$ cat src/rtl/div_unit_pkg.sv
// Shared types and defaults for the iterative RV32M divider.
package div_unit_pkg;

   localparam int unsigned DIV_DATA_LEN = 32;

   typedef enum logic [1:0] {
      ST_IDLE = 2'd0,
      ST_CALC = 2'd1,
      ST_DONE = 2'd2
   } div_state_e;

endpackage

$ cat src/rtl/div_unit_if.sv
// Issue/writeback handshake bundle between the execute stage and the divider.
interface div_unit_if
   import div_unit_pkg::*;
#(
   parameter int unsigned DATA_LEN = DIV_DATA_LEN
);
   logic                in_valid;
   logic                in_ready;
   logic [DATA_LEN-1:0] NUM_A;
   logic [DATA_LEN-1:0] NUM_B;
   logic                is_sign;
   logic                is_rem;
   logic                flush;
   logic                out_valid;
   logic                out_ready;
   logic [DATA_LEN-1:0] res;

   modport master (
      output in_valid, NUM_A, NUM_B, is_sign, is_rem, flush, out_ready,
      input  in_ready, out_valid, res
   );

   modport slave (
      input  in_valid, NUM_A, NUM_B, is_sign, is_rem, flush, out_ready,
      output in_ready, out_valid, res
   );
endinterface

$ cat src/rtl/div_step.sv
// One restoring-division step: shift in a dividend bit, trial subtract, keep or restore.
module div_step #(
   parameter int unsigned DATA_LEN = 32
) (
   input  logic [DATA_LEN-1:0] rem_in,
   input  logic                dvd_msb,
   input  logic [DATA_LEN-1:0] divisor,
   output logic [DATA_LEN-1:0] rem_c,
   output logic                q_bit_c
);
   logic [DATA_LEN:0] shifted;
   logic [DATA_LEN:0] trial;

   // The partial remainder is always below the divisor, so DATA_LEN+1 bits hold the trial exactly.
   assign shifted = {rem_in, dvd_msb};
   assign trial   = shifted - {1'b0, divisor};
   assign q_bit_c = ~trial[DATA_LEN];
   assign rem_c   = q_bit_c ? trial[DATA_LEN-1:0] : shifted[DATA_LEN-1:0];
endmodule

$ cat src/rtl/div_unit.sv
// Iterative radix-2 restoring divider for DIV/DIVU/REM/REMU with valid/ready handshakes.
module div_unit
   import div_unit_pkg::*;
#(
   parameter int unsigned DATA_LEN = DIV_DATA_LEN
) (
   input logic       clk,
   input logic       rst_n,
   div_unit_if.slave bus
);
   localparam int unsigned        CNT_W      = $clog2(DATA_LEN) + 1;
   localparam logic [DATA_LEN-1:0] ALL_ONES   = '1;
   localparam logic [DATA_LEN-1:0] SIGNED_MIN = {1'b1, {(DATA_LEN-1){1'b0}}};

   div_state_e          state_q, state_d;
   logic [DATA_LEN-1:0] dvd_q, dvd_d;
   logic [DATA_LEN-1:0] dsr_q, dsr_d;
   logic [DATA_LEN-1:0] rem_q, rem_d;
   logic [CNT_W-1:0]    cnt_q, cnt_d;
   logic                neg_q_q, neg_q_d;
   logic                neg_r_q, neg_r_d;
   logic                is_rem_q, is_rem_d;
   logic [DATA_LEN-1:0] res_q, res_d;
   logic                in_ready_q, in_ready_d;
   logic                out_valid_q, out_valid_d;

   logic                a_neg, b_neg, ovf;
   logic [DATA_LEN-1:0] abs_a, abs_b;
   logic [DATA_LEN-1:0] rem_c, quot_fin;
   logic                q_bit_c;

   div_step #(.DATA_LEN(DATA_LEN)) u_step (
      .rem_in  (rem_q),
      .dvd_msb (dvd_q[DATA_LEN-1]),
      .divisor (dsr_q),
      .rem_c   (rem_c),
      .q_bit_c (q_bit_c)
   );

   // Operand magnitudes; -MIN wraps to 2^(DATA_LEN-1), which is the correct unsigned magnitude.
   assign a_neg    = bus.is_sign & bus.NUM_A[DATA_LEN-1];
   assign b_neg    = bus.is_sign & bus.NUM_B[DATA_LEN-1];
   assign abs_a    = a_neg ? -bus.NUM_A : bus.NUM_A;
   assign abs_b    = b_neg ? -bus.NUM_B : bus.NUM_B;
   assign ovf      = bus.is_sign & (bus.NUM_A == SIGNED_MIN) & (bus.NUM_B == ALL_ONES);
   assign quot_fin = {dvd_q[DATA_LEN-2:0], q_bit_c};

   always_comb begin
      state_d  = state_q;
      dvd_d    = dvd_q;
      dsr_d    = dsr_q;
      rem_d    = rem_q;
      cnt_d    = cnt_q;
      neg_q_d  = neg_q_q;
      neg_r_d  = neg_r_q;
      is_rem_d = is_rem_q;
      res_d    = res_q;

      case (state_q)
         ST_IDLE: begin
            if (bus.in_valid && !bus.flush) begin
               if (bus.NUM_B == '0) begin
                  res_d   = bus.is_rem ? bus.NUM_A : ALL_ONES;
                  state_d = ST_DONE;
               end else if (ovf) begin
                  res_d   = bus.is_rem ? '0 : SIGNED_MIN;
                  state_d = ST_DONE;
               end else begin
                  dvd_d    = abs_a;
                  dsr_d    = abs_b;
                  rem_d    = '0;
                  cnt_d    = CNT_W'(DATA_LEN);
                  neg_q_d  = a_neg ^ b_neg;
                  neg_r_d  = a_neg;
                  is_rem_d = bus.is_rem;
                  state_d  = ST_CALC;
               end
            end
         end
         ST_CALC: begin
            dvd_d = quot_fin;
            rem_d = rem_c;
            cnt_d = cnt_q - CNT_W'(1);
            // Last iteration: sign fix-up lands in res on the same edge as the move to DONE.
            if (cnt_q == CNT_W'(1)) begin
               if (is_rem_q) res_d = neg_r_q ? -rem_c : rem_c;
               else          res_d = neg_q_q ? -quot_fin : quot_fin;
               state_d = ST_DONE;
            end
         end
         ST_DONE: begin
            if (bus.out_ready) state_d = ST_IDLE;
         end
         default: state_d = ST_IDLE;
      endcase

      if (bus.flush) state_d = ST_IDLE;

      in_ready_d  = (state_d == ST_IDLE);
      out_valid_d = (state_d == ST_DONE);
   end

   always_ff @(posedge clk or negedge rst_n) begin
      if (!rst_n) begin
         state_q     <= ST_IDLE;
         dvd_q       <= '0;
         dsr_q       <= '0;
         rem_q       <= '0;
         cnt_q       <= '0;
         neg_q_q     <= 1'b0;
         neg_r_q     <= 1'b0;
         is_rem_q    <= 1'b0;
         res_q       <= '0;
         in_ready_q  <= 1'b1;
         out_valid_q <= 1'b0;
      end else begin
         state_q     <= state_d;
         dvd_q       <= dvd_d;
         dsr_q       <= dsr_d;
         rem_q       <= rem_d;
         cnt_q       <= cnt_d;
         neg_q_q     <= neg_q_d;
         neg_r_q     <= neg_r_d;
         is_rem_q    <= is_rem_d;
         res_q       <= res_d;
         in_ready_q  <= in_ready_d;
         out_valid_q <= out_valid_d;
      end
   end

   assign bus.in_ready  = in_ready_q;
   assign bus.out_valid = out_valid_q;
   assign bus.res       = res_q;
endmodule

$ cat src/flat_wrapper.sv
// flat-port wrapper written by rule: the top's interface ports become plain ports
module div_unit_flat import div_unit_pkg::*;
#(
   parameter int unsigned DATA_LEN = DIV_DATA_LEN
)
  (clk, rst_n, bus_in_valid, bus_NUM_A, bus_NUM_B, bus_is_sign, bus_is_rem, bus_flush, bus_out_ready, bus_in_ready, bus_out_valid, bus_res);
  div_unit_if #(.DATA_LEN(DATA_LEN)) bus_i ();
  input logic clk;
  input logic rst_n;
  input wire logic [$bits(bus_i.in_valid)-1:0] bus_in_valid;
  input wire logic [$bits(bus_i.NUM_A)-1:0] bus_NUM_A;
  input wire logic [$bits(bus_i.NUM_B)-1:0] bus_NUM_B;
  input wire logic [$bits(bus_i.is_sign)-1:0] bus_is_sign;
  input wire logic [$bits(bus_i.is_rem)-1:0] bus_is_rem;
  input wire logic [$bits(bus_i.flush)-1:0] bus_flush;
  input wire logic [$bits(bus_i.out_ready)-1:0] bus_out_ready;
  output wire logic [$bits(bus_i.in_ready)-1:0] bus_in_ready;
  output wire logic [$bits(bus_i.out_valid)-1:0] bus_out_valid;
  output wire logic [$bits(bus_i.res)-1:0] bus_res;
  assign bus_i.in_valid = bus_in_valid;
  assign bus_i.NUM_A = bus_NUM_A;
  assign bus_i.NUM_B = bus_NUM_B;
  assign bus_i.is_sign = bus_is_sign;
  assign bus_i.is_rem = bus_is_rem;
  assign bus_i.flush = bus_flush;
  assign bus_i.out_ready = bus_out_ready;
  assign bus_in_ready = bus_i.in_ready;
  assign bus_out_valid = bus_i.out_valid;
  assign bus_res = bus_i.res;
  div_unit #(.DATA_LEN(DATA_LEN)) u_core (.clk(clk), .rst_n(rst_n), .bus(bus_i));
endmodule
$ cat config.mk
export PLATFORM = sky130hd
export DESIGN_NAME = div_unit_flat
export DESIGN_NICKNAME = d
export VERILOG_FILES = /design/src/rtl/div_unit_pkg.sv /design/src/rtl/div_unit_if.sv /design/src/rtl/div_step.sv /design/src/rtl/div_unit.sv /design/src/flat_wrapper.sv
export SDC_FILE = /design/constraint.sdc
export NUM_CORES = 1
export LEC_CHECK = 0
export ABC_CLOCK_PERIOD_IN_PS = 4860
export CORE_MARGIN = 4
export CORE_UTILIZATION = 45
export DETAILED_ROUTE_END_ITERATION = 16
export DONT_BUFFER_PORTS = 1
export SYNTH_ARGS = -nofsm -noshare
export SYNTH_HDL_FRONTEND = slang
export SYNTH_SLANG_ARGS = --single-unit
$ cat constraint.sdc
create_clock -name clk -period 4.86 [get_ports clk]
set_input_delay 0.486 -clock clk [delete_from_list [all_inputs] [get_ports clk]]
set_output_delay 0.486 -clock clk [all_outputs]
set_load 0.02 [all_outputs]
-- Yosys cells after proc, flatten, opt, wreduce, memory -nomap -nowiden
Index checks and enable logic that the tools add are counted.
- register bits after elaboration: 141
- bits in latches: 0
- RAM bits: 0
- memory bits (read-only): 0
- word-level logic and storage cells: 77
- memories kept: 0
- add/subtract/negate cells: 6
- multiply operators: 0
- divide/modulo/power cells: 0
- order comparisons: 0
- equal/unequal tests: 11
- shifts and indexed selects: 0
- mux-type cells: 32
- bitwise gates (word level): 8
- reductions and logical operators: 9
- operators with widths (cell ; number):
    $mux W32 ; 18
    $pmux W32 S2 ; 3
    $neg A32 Y32 ; 4
    $eq A32 B32 Y1 const B ; 2
    $sub A33 B32 Y33 ; 1
    $logic_not A32 Y1 ; 1
    $mux W6 ; 3
    $mux W2 ; 6
    $pmux W6 S2 ; 1
    $reduce_and A4 Y1 ; 3
    $eq A6 B1 Y1 const B ; 1
    $pmux W2 S3 ; 1
    $sub A6 B1 Y6 const B ; 1
    $and A1 B1 Y1 ; 4
    $eq A2 B2 Y1 const B ; 2
    $logic_not A2 Y1 ; 2
    $ne A2 B1 Y1 const B ; 2
    $ne A2 B2 Y1 const B ; 2
    $ne A3 B1 Y1 const B ; 1
    $not A1 Y1 ; 3
    $eq A2 B1 Y1 const B ; 1
    $reduce_bool A2 Y1 ; 1
    $logic_and A1 B1 Y1 ; 1
    $logic_not A1 Y1 ; 1
    $xor A1 B1 Y1 ; 1

-- Longest topological paths before layout
Gate-level depths: netlist of the first run.
- depth in word-level cells: 9
- mapped depth: 25

-- Cells and area by module
From an unflattened synthesis of the first run, not the netlist that was laid out.
- cells, all modules: 1423
- area total of the unflattened synthesis: 11760.0 um^2
- modules (own cells, without submodules) (module ; instances ; cells each ; area an instance (um^2) ; seq. area each (um^2)):
    div_unit ; 1 ; 1112 ; 9504.1 ; 3529.6
    div_step ; 1 ; 311 ; 2255.9 ; 0.0

-- Worst setup path before layout of the first run
No wires, ideal clock.
- path type: register to register
- start: register u_core.rem_q[26]
- end: register u_core.res_q[28] (netlist: u_core.bus.res[28])
- library setup time: 0.139 ns
- arrival: 5.046 ns
- slack: -0.325 ns
- cell stages (with the launch flop): 24
- path buffers: 4
- period minus slack after synthesis: 5.185 ns
- cell sequence: dfrtp_1 ha_1 buf_6 a21oi_4 inv_2 o311a_1 a211o_1 nor3_2 nor2_8 inv_2 buf_2 buf_1 nor2_1 a21oi_1 ha_1 inv_1 a2111o_1 nor4_1 o22ai_2 or3_1 buf_2 o31ai_4 xnor2_1 a31oi_1
- longest elaborated chain between the ends: 7
- ends and longest elaborated chain (what ; RTL line ; text):
    start, declared ; div_unit.sv:18 ; logic [DATA_LEN-1:0] rem_q, rem_d;
    start signal, assigned ; div_unit.sv:120 ; rem_q <= rem_d;
    $sub A33 B32 Y33 ; div_step.sv:16 ; assign trial = shifted - {1'b0, divisor};
    $mux W32 / $not A1 Y1 (equally long branches) ; div_step.sv:18, div_step.sv:17 ;
    $neg A32 Y32 (on tied branches) ; div_unit.sv:86, div_unit.sv:87 ;
    $mux W32 (on tied branches) ; div_unit.sv:86, div_unit.sv:87 ;
    $mux W32 * ; div_unit.sv:86 ; if (is_rem_q) res_d = neg_r_q ? -rem_c : rem_c;
    $mux W32 * ; div_unit.sv:85 ; if (cnt_q == CNT_W'(1)) begin
    $pmux W32 S2 * ; div_unit.sv:59 ; case (state_q)
    end signal, assigned ; div_unit.sv:125 ; res_q <= res_d;
    end, declared ; div_unit.sv:23 ; logic [DATA_LEN-1:0] res_q, res_d;
Mark *: on every way between the ends. The rest lies on a longest branch, timed or not. The select of a mux whose other input is x is not followed.
A chain may end at the register's enable or synchronous reset.

-- Worst setup path in the final report of the first run
- start: register u_core.rem_q[22]
- end: register u_core.res_q[28] (netlist: u_core.bus.res[28])
Same word-level chain as after synthesis.

==> flow_metrics.env, run 1 <==
export IMPL_grt_usage_pct=27.7
export IMPL_yosys_register_bits=141
export IMPL_vdd_drop_max_mv=0.293
export IMPL_num_rows=58
export IMPL_yosysSeqAreaShare_pct=30.0
export IMPL_p_int_mw=3.48
export IMPL_crit_fanout=9
export IMPL_drive_above_1_share_pct=8.91
export IMPL_hpwl_um=29900
export IMPL_yosysWarnings=0
export IMPL_htreeDepth=4
export IMPL_via_per_inst=6.40
export IMPL_pwr_share_comb_pct=51.8
export IMPL_globalplace_congestion=0.915
export IMPL_yosysTopAreaCellShare_pct=29.8
export IMPL_worst_pin_slew_ns=1.01
export IMPL_grt_pass1_wl_um=63800
export IMPL_grt_max_degree=142
export IMPL_rsz0062_at_grt="false"
export IMPL_postRouteAntennaNets=0
export IMPL_drv_cap=0
export IMPL_ios=105
export IMPL_layout_nets=1613
export IMPL_cts_tree="built"
export IMPL_powerDensity_mw_per_mm2=510
export IMPL_clock_sinks=141
export IMPL_post_route_min_period_ns=4.60
export IMPL_drc_errors=0
export IMPL_maxSlewViolCount=0
export IMPL_finalPower_mw=6.61
export IMPL_port_buffers=0
export IMPL_async_reset_ff_share_pct=100
export IMPL_total_leakage_power_nw=5.13
export IMPL_skew_ns=0.0185
export IMPL_grt_pass1_vias=11500
export IMPL_initial_utilization_pct=46.2
export IMPL_fp_dieH_um=170
export IMPL_worst_endpoint_required_ns=5.15
export IMPL_vias=11800
export IMPL_setup_slack_ns=0.260
export IMPL_die_area_mm2=0.0288
export IMPL_p_sw_mw=3.12
export IMPL_critical_path_startpoint="u_core.rem_q[22]$_DFFE_PN0P_"
export IMPL_pwr_share_seq_pct=28.3
export IMPL_synth_flop_cell="dfrtp_1"
export IMPL_p_sw_share_pct=47.3
export IMPL_clk_pin_slew_ns=0.07
export IMPL_synth_cell_types=78
export IMPL_syn_mean_instance_area_um2=7.78
export IMPL_arrival_ns=4.89
export IMPL_diodes=0
export IMPL_finalCritPeriodShare_pct=94.6
export IMPL_post_cts_buffers=0
export IMPL_setup_tns_ns=0
export IMPL_cts_buffers=17
export IMPL_synth_edf_count=0
export IMPL_pwr_share_clk_pct=19.9
export IMPL_synthToLayoutAreaGrowth_pct=10.1
export IMPL_status="completed"
export IMPL_drtIter0Drc=1108
export IMPL_synthTopCellsByArea="dfrtp_1 30%, o21ai_0 6.8%, a21oi_1 6.2%"
export IMPL_yosys_top_cells_count="159 x o21ai_0, 145 x a21oi_1, 142 x nand2_1"
export IMPL_end_kind="register"
export IMPL_coreArea_mm2=0.0255
export IMPL_fmax_mhz=217
export IMPL_criticalPathCategory="register to register"
export IMPL_whs_ns=0.0689
export IMPL_placed_area_mm2=0.0123
export IMPL_cts_root_buf="clkbuf_16"
export IMPL_antenna_found_initial=1
export IMPL_die_w_um=170
export IMPL_final_setup_viol_count=0
export IMPL_wl_per_cell_um=21.8
export IMPL_syn_nets=1623
export IMPL_final_hold_viol_count=0
export IMPL_fin_area_mm2=0.0130
export IMPL_syn_inst=1512
export IMPL_wl_um=40200
export IMPL_synth_most_common_cell="o21ai_0"
export IMPL_grt_ovfl_total=0
export IMPL_relSlewSlack_pct=32.8
export IMPL_rr_startpoint="u_core.rem_q[22]$_DFFE_PN0P_"
export IMPL_hold_class="input pin to asynchronous set/reset pin"
export IMPL_start_kind="register"
export IMPL_dr_pass1_iters=5
export IMPL_worstSkewPairLatency_ns=0.44
export IMPL_clockBufferDepth=2
export IMPL_dpl_worst_slack_ns=0.0751
export IMPL_netlist_area_mm2=0.0118
export IMPL_synth_top_area_cell="dfrtp_1"
## through the flow
stage	util, %	cells
after global placement	48.3	1812
after CTS	50.7	1845
after floorplan	-	1512
final	50.9	1845
after global routing	50.9	1845
after detailed placement	48.3	1812
## worst max-delay path: stages (launching register included)
cell and delay [ns]:
dfrtp_1 0.43, ha_1 0.44, nand4_1 0.22, nor2_1 0.09, a211o_1 0.28, a211o_1 0.33, nor3_4 0.30, nor2_8 0.05
inv_4 0.12, nor2_1 0.05, a21oi_1 0.18, ha_2 0.24, inv_1 0.06, a2111o_1 0.34, nor4_4 0.18, o22ai_2 0.19
or3_4 0.48, o31ai_4 0.25, xnor2_1 0.14, a31oi_1 0.09
## repair_timing
item | 4_1_cts | 5_1_grt
endpoints found under the hold margin | 141 | 0
endpoints found under the setup margin | 0 | 8
resized for setup | 0 | 15
hold buffers | 1 | 0
## kinds of logic after synthesis
logic type,after synthesis,share of synthesized area [%]
simple gates,468,18.9
xor+xnor,135,10.0
compound gates,554,29.3
flops,141,30.0
mux,28,2.42
fa+ha+maj,40,4.32
buf+inv,146,4.98
## layout by cell type, fill, tap and decap left out, types with 13 or more instances in the layout
master	Yosys	final
o22ai_1	67	67
a21o_1	13	13
mux2i_1	24	24
xor2_1	61	61
o41ai_1	15	15
nor3_1	40	39
nand3_1	29	28
nand2_1	142	141
clkbuf_16	0	17
xnor2_1	74	74
buf_4	0	57
nor4_1	15	14
dfrtp_1	140	140
a31oi_1	20	20
a21oi_1	145	140
nor2_1	132	131
nand4_1	20	20
ha_1	39	37
inv_1	55	55
o21ai_0	159	157
o31ai_1	25	25
o211ai_1	17	17
or3_1	20	19
## routing by layer
metal / part of all wire, % / global-route usage [%] / vias up
met5: 0.032 / 0 / -
met4: 3.4 / 10.1 / 2
met3: 6.6 / 4.57 / 85
met2: 47 / 45.0 / 460
met1: 43 / 37.2 / 5721
li1: - / - / 5533
## state kept, by name, indices dropped and copies added (netlist names), 2 cells and up
name and flops:
u_core.bus.res 32, u_core.cnt_q 6, u_core.dsr_q 32, u_core.dvd_q 32
u_core.rem_q 32, u_core.state_q 2
## power groups by stage
stage	Clock (mW)	Combinational, mW	Sequential, mW
6_report	1.31	3.42	1.87
2_1_floorplan	0	2.45	1.78
4_1_cts	1.32	3.36	1.87
3_5_place_dp	0	3.30	1.89
5_1_grt	1.37	3.76	1.91
3_3_place_gp	0	3.29	1.88
## cell type report
cell class	count	area, µm²
clock buffer	18	439
clock inverter	14	125
fill	2486	12500
inverter	58	220
multi-input combinational	1225	7750
sequential	141	3530
tap	330	413
timing repair buffer	59	475
## path summary, 6_finish.rpt
path / slack [ns] / to / depth (start not counted)
worst min register to register: 0.50 / u_core.dsr_q[30]$_DFFE_PN0P_ / 2
max in group asynchronous: 4.26 / u_core.state_q[0]$_DFF_PN0_ / 1
worst max register to register: 0.26 / u_core.bus.res[28]$_DFFE_PN0P_ / 19
min in group clk: 0.12 / u_core.bus.out_valid$_DFF_PN0_ / 1
worst min-delay path: 0.07 / u_core.rem_q[27]$_DFFE_PN0P_ / 1
worst max-delay path: 0.26 / u_core.bus.res[28]$_DFFE_PN0P_ / 19
Power figures use the tool's default switching activity.
==> run 2, diff against run 1 <==
--- a/config.mk
+++ b/config.mk
@@ -7,9 +7,10 @@
 export LEC_CHECK = 0
 export ABC_CLOCK_PERIOD_IN_PS = 4860
 export CORE_MARGIN = 4
-export CORE_UTILIZATION = 45
+export CORE_UTILIZATION = 59
 export DETAILED_ROUTE_END_ITERATION = 16
 export DONT_BUFFER_PORTS = 1
+export PLACE_DENSITY = 0.78
 export SYNTH_ARGS = -nofsm -noshare
 export SYNTH_HDL_FRONTEND = slang
 export SYNTH_SLANG_ARGS = --single-unit
==> run 2 against run 1 <==
  * First-iteration DRC count rose by 3.0%
  * Core utilization rose by 15 points
  * Cell area fell by 0.36%
  * Cell count fell by 3.7%
  * Via count rose by 1.9%
  * Clock power rose by 8%
  * Largest cell class unchanged
  * Combinational power barely moved
  * Total power rose by 1.7%
  * Clock skew fell by 0.0079 ns
  * Setup slack got worse by 0.058 ns
  * Register-to-register slack got worse by 0.06 ns
  * Global-route usage rose by 6.2 points
  * Largest power group unchanged
==> flow_metrics.env, run 2 (synthesis results as in run 1) <==
export IMPL_initial_utilization_pct=60.3
export IMPL_pwr_share_seq_pct=28.4
export IMPL_cts_buffers=17
export IMPL_via_per_inst=6.77
export IMPL_end_kind="register"
export IMPL_cts_root_buf="clkbuf_16"
export IMPL_cts_tree="built"
export IMPL_placed_area_mm2=0.0122
export IMPL_post_route_min_period_ns=4.66
export IMPL_busiest_layer="met2"
export IMPL_die_area_mm2=0.0223
export IMPL_die_w_um=149
export IMPL_powerDensity_mw_per_mm2=520
export IMPL_worst_pin_slew_ns=1.05
export IMPL_fmax_mhz=215
export IMPL_reg2regPathDepth=19
export IMPL_grt_pass1_wl_um=60200
export IMPL_met2_usage_pct=54.5
export IMPL_layout_nets=1609
export IMPL_diodes=0
export IMPL_p_int_mw=3.63
export IMPL_total_leakage_power_nw=5.11
export IMPL_finalPower_mw=6.72
export IMPL_antenna_found_initial=1
export IMPL_num_rows=51
export IMPL_coreArea_mm2=0.0195
export IMPL_utilization_pct=66.1
export IMPL_worstSkewPairLatency_ns=0.44
export IMPL_drive_above_1_share_pct=8.80
export IMPL_grt_usage_pct=33.9
export IMPL_worst_endpoint_required_ns=5.15
export IMPL_criticalPathCategory="register to register"
export IMPL_p_sw_mw=3.09
export IMPL_reg2reg_to="u_core.bus.res[28]$_DFFE_PN0P_"
export IMPL_fill_cells=1673
export IMPL_skew_ns=0.0106
export IMPL_drtIter0Drc=1141
export IMPL_grt_ovfl_total=0
export IMPL_grt_max_degree=142
export IMPL_relSlewSlack_pct=30.2
export IMPL_rrSetupSlack_ns=0.20
export IMPL_pwr_share_comb_pct=50.6
export IMPL_vdd_drop_max_mv=0.297
export IMPL_grt_pass1_vias=11200
export IMPL_ios=105
export IMPL_rr_startpoint="u_core.rem_q[24]$_DFFE_PN0P_"
export IMPL_grtUsageMet3_pct=6.99
export IMPL_final_setup_viol_count=0
export IMPL_regArea_mm2=0.00353
export IMPL_final_hold_viol_count=0
export IMPL_start_kind="register"
export IMPL_crit_fanout=12
export IMPL_arrival_ns=4.94
export IMPL_final_cell_mix="157 x o21ai_0, 141 x nand2_1, 140 x dfrtp_1"
export IMPL_hold_class="input pin to asynchronous set/reset pin"
export IMPL_multi_input_area_mm2=0.00778
export IMPL_fp_dieH_um=149
export IMPL_use_met1_pct=46.1
export IMPL_globalplace_congestion=0.971
export IMPL_synthToLayoutAreaGrowth_pct=9.71
export IMPL_clk_pin_slew_ns=0.06
export IMPL_wl_um=37900
export IMPL_fin_area_mm2=0.0129
export IMPL_drv_cap=0
export IMPL_clock_sinks=141
export IMPL_vias=12000
export IMPL_finalCritPeriodShare_pct=95.8
export IMPL_port_buffers=0
export IMPL_maxSlewViolCount=0
export IMPL_dr_pass1_iters=6
export IMPL_htreeDepth=4
export IMPL_postRouteAntennaNets=0
export IMPL_final_common_cell="o21ai_0"
export IMPL_pwr_share_clk_pct=21.0
export IMPL_drc_errors=0
export IMPL_status="completed"
export IMPL_clockBufferDepth=2
export IMPL_hpwl_um=27800
export IMPL_wl_per_cell_um=21.3
export IMPL_p_sw_share_pct=46.0
-- run 2: cell type report --
cell class	count	area share, %
flip-flops and latches	141	27.3
inverters	58	1.73
repair buffers	55	3.35
clock buffers	19	3.35
clock inverters	13	1.40
well taps	265	2.57
multi-input cells	1225	60.3
-- run 2: how the worst max path moves through the flow --
stage / from / to / slack (ns) / cells past startpoint
6_report: u_core.rem_q[24]$_DFFE_PN0P_ / u_core.bus.res[28]$_DFFE_PN0P_ / 0.20 / 19
5_1_grt: u_core.rem_q[6]$_DFFE_PN0P_ / u_core.bus.res[28]$_DFFE_PN0P_ / -0.03 / 19
4_1_cts: u_core.dvd_q[31]$_DFFE_PN0P_ / u_core.bus.res[28]$_DFFE_PN0P_ / 0.05 / 21
3_5_place_dp: u_core.dvd_q[31]$_DFFE_PN0P_ / u_core.bus.res[28]$_DFFE_PN0P_ / -0.03 / 22
3_3_place_gp: u_core.dvd_q[31]$_DFFE_PN0P_ / u_core.bus.res[28]$_DFFE_PN0P_ / 0.13 / 22
2_1_floorplan: u_core.dvd_q[31]$_DFFE_PN0P_ / u_core.bus.res[28]$_DFFE_PN0P_ / 0.02 / 25
-- run 2: what timing repair did --
action	4_1_cts	5_1_grt
setup buffers	0	5
pin swaps	0	6
hold buffers	1	0
endpoints found under the hold margin	141	0
resized for setup	2	20
setup endpoints to repair	2	8
-- run 2: critical path: stages, from the launching register on --
cell and delay, ns:
dfrtp_1 0.43, ha_1 0.42, a21oi_1 0.22, o21ai_2 0.08, a211o_1 0.24, a211o_1 0.35
nor3_4 0.32, nor2_8 0.06, inv_6 0.11, nor2_1 0.07, a21oi_2 0.13, ha_2 0.22
inv_1 0.06, a2111o_1 0.35, nor4_4 0.30, o22ai_4 0.15, or3_4 0.45, o31ai_4 0.25
xnor2_1 0.17, a31oi_1 0.10
-- run 2: metrics by stage --
stage	setup TNS (ns)	setup WS [ns]	hold slack, ns	instances
2_1_floorplan	0	0.0215	0.190	1512
3_3_place_gp	0	0.126	0.197	1738
3_5_place_dp	-0.0275	-0.0275	0.197	1738
4_1_cts	0	0.0487	0.0884	1771
5_1_grt	-0.0527	-0.0349	0.0822	1776
6_report	0	0.203	0.0410	1776
-- run 2: routing by layer --
| metal | wire (µm) | share of wire [%] |
|---|---|---|
| met4 | 1280 | 3.4 |
| met5 | 13 | 0.034 |
| met2 | 17800 | 47 |
| met3 | 3410 | 9.0 |
| met1 | 15400 | 41 |
-- run 2: power by group through the flow --
| stage | logic, mW | registers, mW | clock network, mW |
|---|---|---|---|
| after global placement | 3.16 | 1.90 | 0 |
| after global routing | 3.71 | 1.94 | 1.47 |
| after CTS | 3.26 | 1.89 | 1.41 |
| after floorplan | 2.45 | 1.78 | 0 |
| after detailed placement | 3.19 | 1.91 | 0 |
| final | 3.40 | 1.91 | 1.41 |
==> run 3, diff against run 2 <==
--- a/config.mk
+++ b/config.mk
@@ -6,6 +6,7 @@
 export NUM_CORES = 1
 export LEC_CHECK = 0
 export ABC_CLOCK_PERIOD_IN_PS = 4860
+export CORE_ASPECT_RATIO = 0.7
 export CORE_MARGIN = 4
 export CORE_UTILIZATION = 59
 export DETAILED_ROUTE_END_ITERATION = 16
==> run 3 against run 2 <==
  * Combinational power up 3%
  * Worst hold slack better by 0.0096 ns
  * Total power grew 1.6%
  * Clock power hardly changed
  * Critical endpoint is now u_core.bus.res[30]$_DFFE_PN0P_
  * Largest cell class unchanged
==> flow_metrics.env, run 3 (synthesis results as in run 1) <==
export IMPL_status="completed"
export IMPL_total_leakage_power_nw=5.22
export IMPL_globalplace_congestion=0.973
export IMPL_vias=12100
export IMPL_grt_pass1_vias=11100
export IMPL_critical_path_buf_inv_count=3
export IMPL_antenna_found_initial=0
export IMPL_vdd_drop_max_mv=0.345
export IMPL_grt_usage_pct=33.9
export IMPL_p_int_mw=3.75
export IMPL_skew_ns=0.00738
export IMPL_die_area_mm2=0.0223
export IMPL_met2_usage_pct=49.6
export IMPL_coreArea_mm2=0.0192
export IMPL_worst_path_largest_cell_delay_ns=0.46
export IMPL_drc_errors=0
export IMPL_pwr_share_seq_pct=27.8
export IMPL_cpMostUsedCell="ha_1"
export IMPL_initial_utilization_pct=61.2
export IMPL_final_cell_mix="157 x o21ai_0, 141 x nand2_1, 140 x dfrtp_1"
export IMPL_final_hold_viol_count=0
export IMPL_grt_pass1_wl_um=60800
export IMPL_fill_cells=1701
export IMPL_clock_sinks=141
export IMPL_arrival_ns=5.06
export IMPL_drive_above_1_share_pct=10.1
export IMPL_setup_tns_ns=0
export IMPL_criticalPathCategory="register to register"
export IMPL_pwr_share_clk_pct=21.1
export IMPL_start_kind="register"
export IMPL_setup_slack_ns=0.113
export IMPL_hold_class="input pin to asynchronous set/reset pin"
export IMPL_maxSlewViolCount=0
export IMPL_end_kind="register"
export IMPL_diodes=0
export IMPL_grt_ovfl_total=0
export IMPL_crit_family="compound AO/OA/AOI/OAI gates"
export IMPL_cts_buffers=17
export IMPL_dr_pass1_iters=6
export IMPL_worst_endpoint_required_ns=5.17
export IMPL_num_rows=42
export IMPL_reg2regPathDepth=19
export IMPL_fp_dieH_um=126
export IMPL_worst_pin_slew_ns=1.04
export IMPL_powerDensity_mw_per_mm2=522
export IMPL_grt_max_degree=142
export IMPL_finalCritPeriodShare_pct=97.7
export IMPL_crit_fanout=8
export IMPL_path_depth=19
export IMPL_use_met1_pct=50.1
export IMPL_slowest_stage="or4_4"
export IMPL_pwr_share_comb_pct=51.1
export IMPL_synthToLayoutAreaGrowth_pct=11.2
export IMPL_port_buffers=0
export IMPL_clk_pin_slew_ns=0.06
export IMPL_htreeDepth=4
export IMPL_wl_um=38600
export IMPL_postRouteAntennaNets=0
export IMPL_hpwl_um=28500
export IMPL_worstSkewPairLatency_ns=0.44
export IMPL_layout_nets=1627
export IMPL_dpl_worst_slack_ns=-0.0255
export IMPL_post_route_min_period_ns=4.75
export IMPL_cp_cell_sequence="ha_1 > a21oi_4 > inv_2 > o311a_1 > a211o_1 > buf_4 > nor3_4 > nor2_8 > inv_4 > ha_1 > nand2b_1 > or4_4 > nand2b_2 > or4_1 > o21ai_1 > xor2_1 > o221ai_1 > a221oi_1 > a21oi_1"
export IMPL_wl_per_cell_um=21.5
export IMPL_grtUsageMet3_pct=8.69
export IMPL_drtIter0Drc=1559
export IMPL_p_sw_mw=3.08
export IMPL_cts_root_buf="clkbuf_16"
export IMPL_final_common_cell="o21ai_0"
export IMPL_via_per_inst=6.77
export IMPL_clockBufferDepth=2
export IMPL_die_w_um=177
export IMPL_relSlewSlack_pct=30.4
export IMPL_fmax_mhz=211
export IMPL_drv_cap=0
export IMPL_ios=105
export IMPL_final_setup_viol_count=0
export IMPL_busiest_layer="met1"
export IMPL_p_sw_share_pct=45.1
export IMPL_utilization_pct=68.0
export IMPL_cts_tree="built"
[run 3: cell count changes in the layout (fill, tap and decap cells not counted), sizes merged]
cell    change
buf        +18
clkinv      +3
bufinv      +1
inv         -6
clkbuf      +2
[run 3: per-stage QoR]
step / hold slack, ns / power (mW) / area (µm²) / cells
after CTS: 0.0882 / 6.66 / 13000 / 1790
after floorplan: 0.190 / 4.23 / 11800 / 1512
after global routing: 0.0951 / 7.22 / 13100 / 1793
after global placement: 0.194 / 5.11 / 12300 / 1757
final: 0.0506 / 6.83 / 13100 / 1793
after detailed placement: 0.195 / 5.17 / 12300 / 1757
[run 3: cell type report]
cell class	count	area [µm²]	area share (%)
well taps	264	330	2.52
clock inverters	11	164	1.25
multi-input cells	1225	7790	59.5
clock buffers	21	470	3.59
inverters	58	220	1.68
flip-flops and latches	141	3530	27.0
repair buffers	73	581	4.44
[run 3: path summary, 6_finish.rpt]
kind                                              startpoint                             end  slack [ns]
worst max register to register  u_core.rem_q[26]$_DFFE_PN0P_  u_core.bus.res[30]$_DFFE_PN0P_        0.11
worst min register to register  u_core.dsr_q[30]$_DFFE_PN0P_    u_core.dsr_q[30]$_DFFE_PN0P_        0.49
worst min-delay path                                   rst_n     u_core.dsr_q[4]$_DFFE_PN0P_        0.05
max in group asynchronous                              rst_n    u_core.rem_q[29]$_DFFE_PN0P_        4.26
min in group clk                                   bus_flush  u_core.bus.out_valid$_DFF_PN0_        0.10
worst max-delay path            u_core.rem_q[26]$_DFFE_PN0P_  u_core.bus.res[30]$_DFFE_PN0P_        0.11
[run 3: worst reg2reg max path, delay by kind of cell (launching register included)]
family                     cells  cell delay (ns)
and+or+nand+nor                6             1.57
buffers and inverters          3             0.35
AOI/OAI and AO/OA              7             1.59
adders and majority gates      2             0.53
DFF                            1             0.40
xor gates and xnor gates       1             0.18
[run 3: power by group through the flow]
stage / Combinational, mW / Sequential (mW) / Clock (mW)
floorplan: 2.45 / 1.78 / 0
global placement: 3.22 / 1.89 / 0
detailed placement: 3.27 / 1.90 / 0
CTS: 3.34 / 1.88 / 1.44
global route: 3.79 / 1.93 / 1.50
finish: 3.49 / 1.90 / 1.44
[run 3: layer usage]
layer	wire, µm	vias up
met5	0	-
met4	762	0
met2	16800	653
li1	-	5568
met1	17100	5831
met3	4010	80
[run 3: timing repair]
item | in CTS | in global routing
hold buffers | 1 | 0
setup endpoints to repair | 1 | 8
resized for setup | 1 | 22
pin swaps | 0 | 7
endpoints found under the hold margin | 141 | 0
setup buffers | 0 | 3
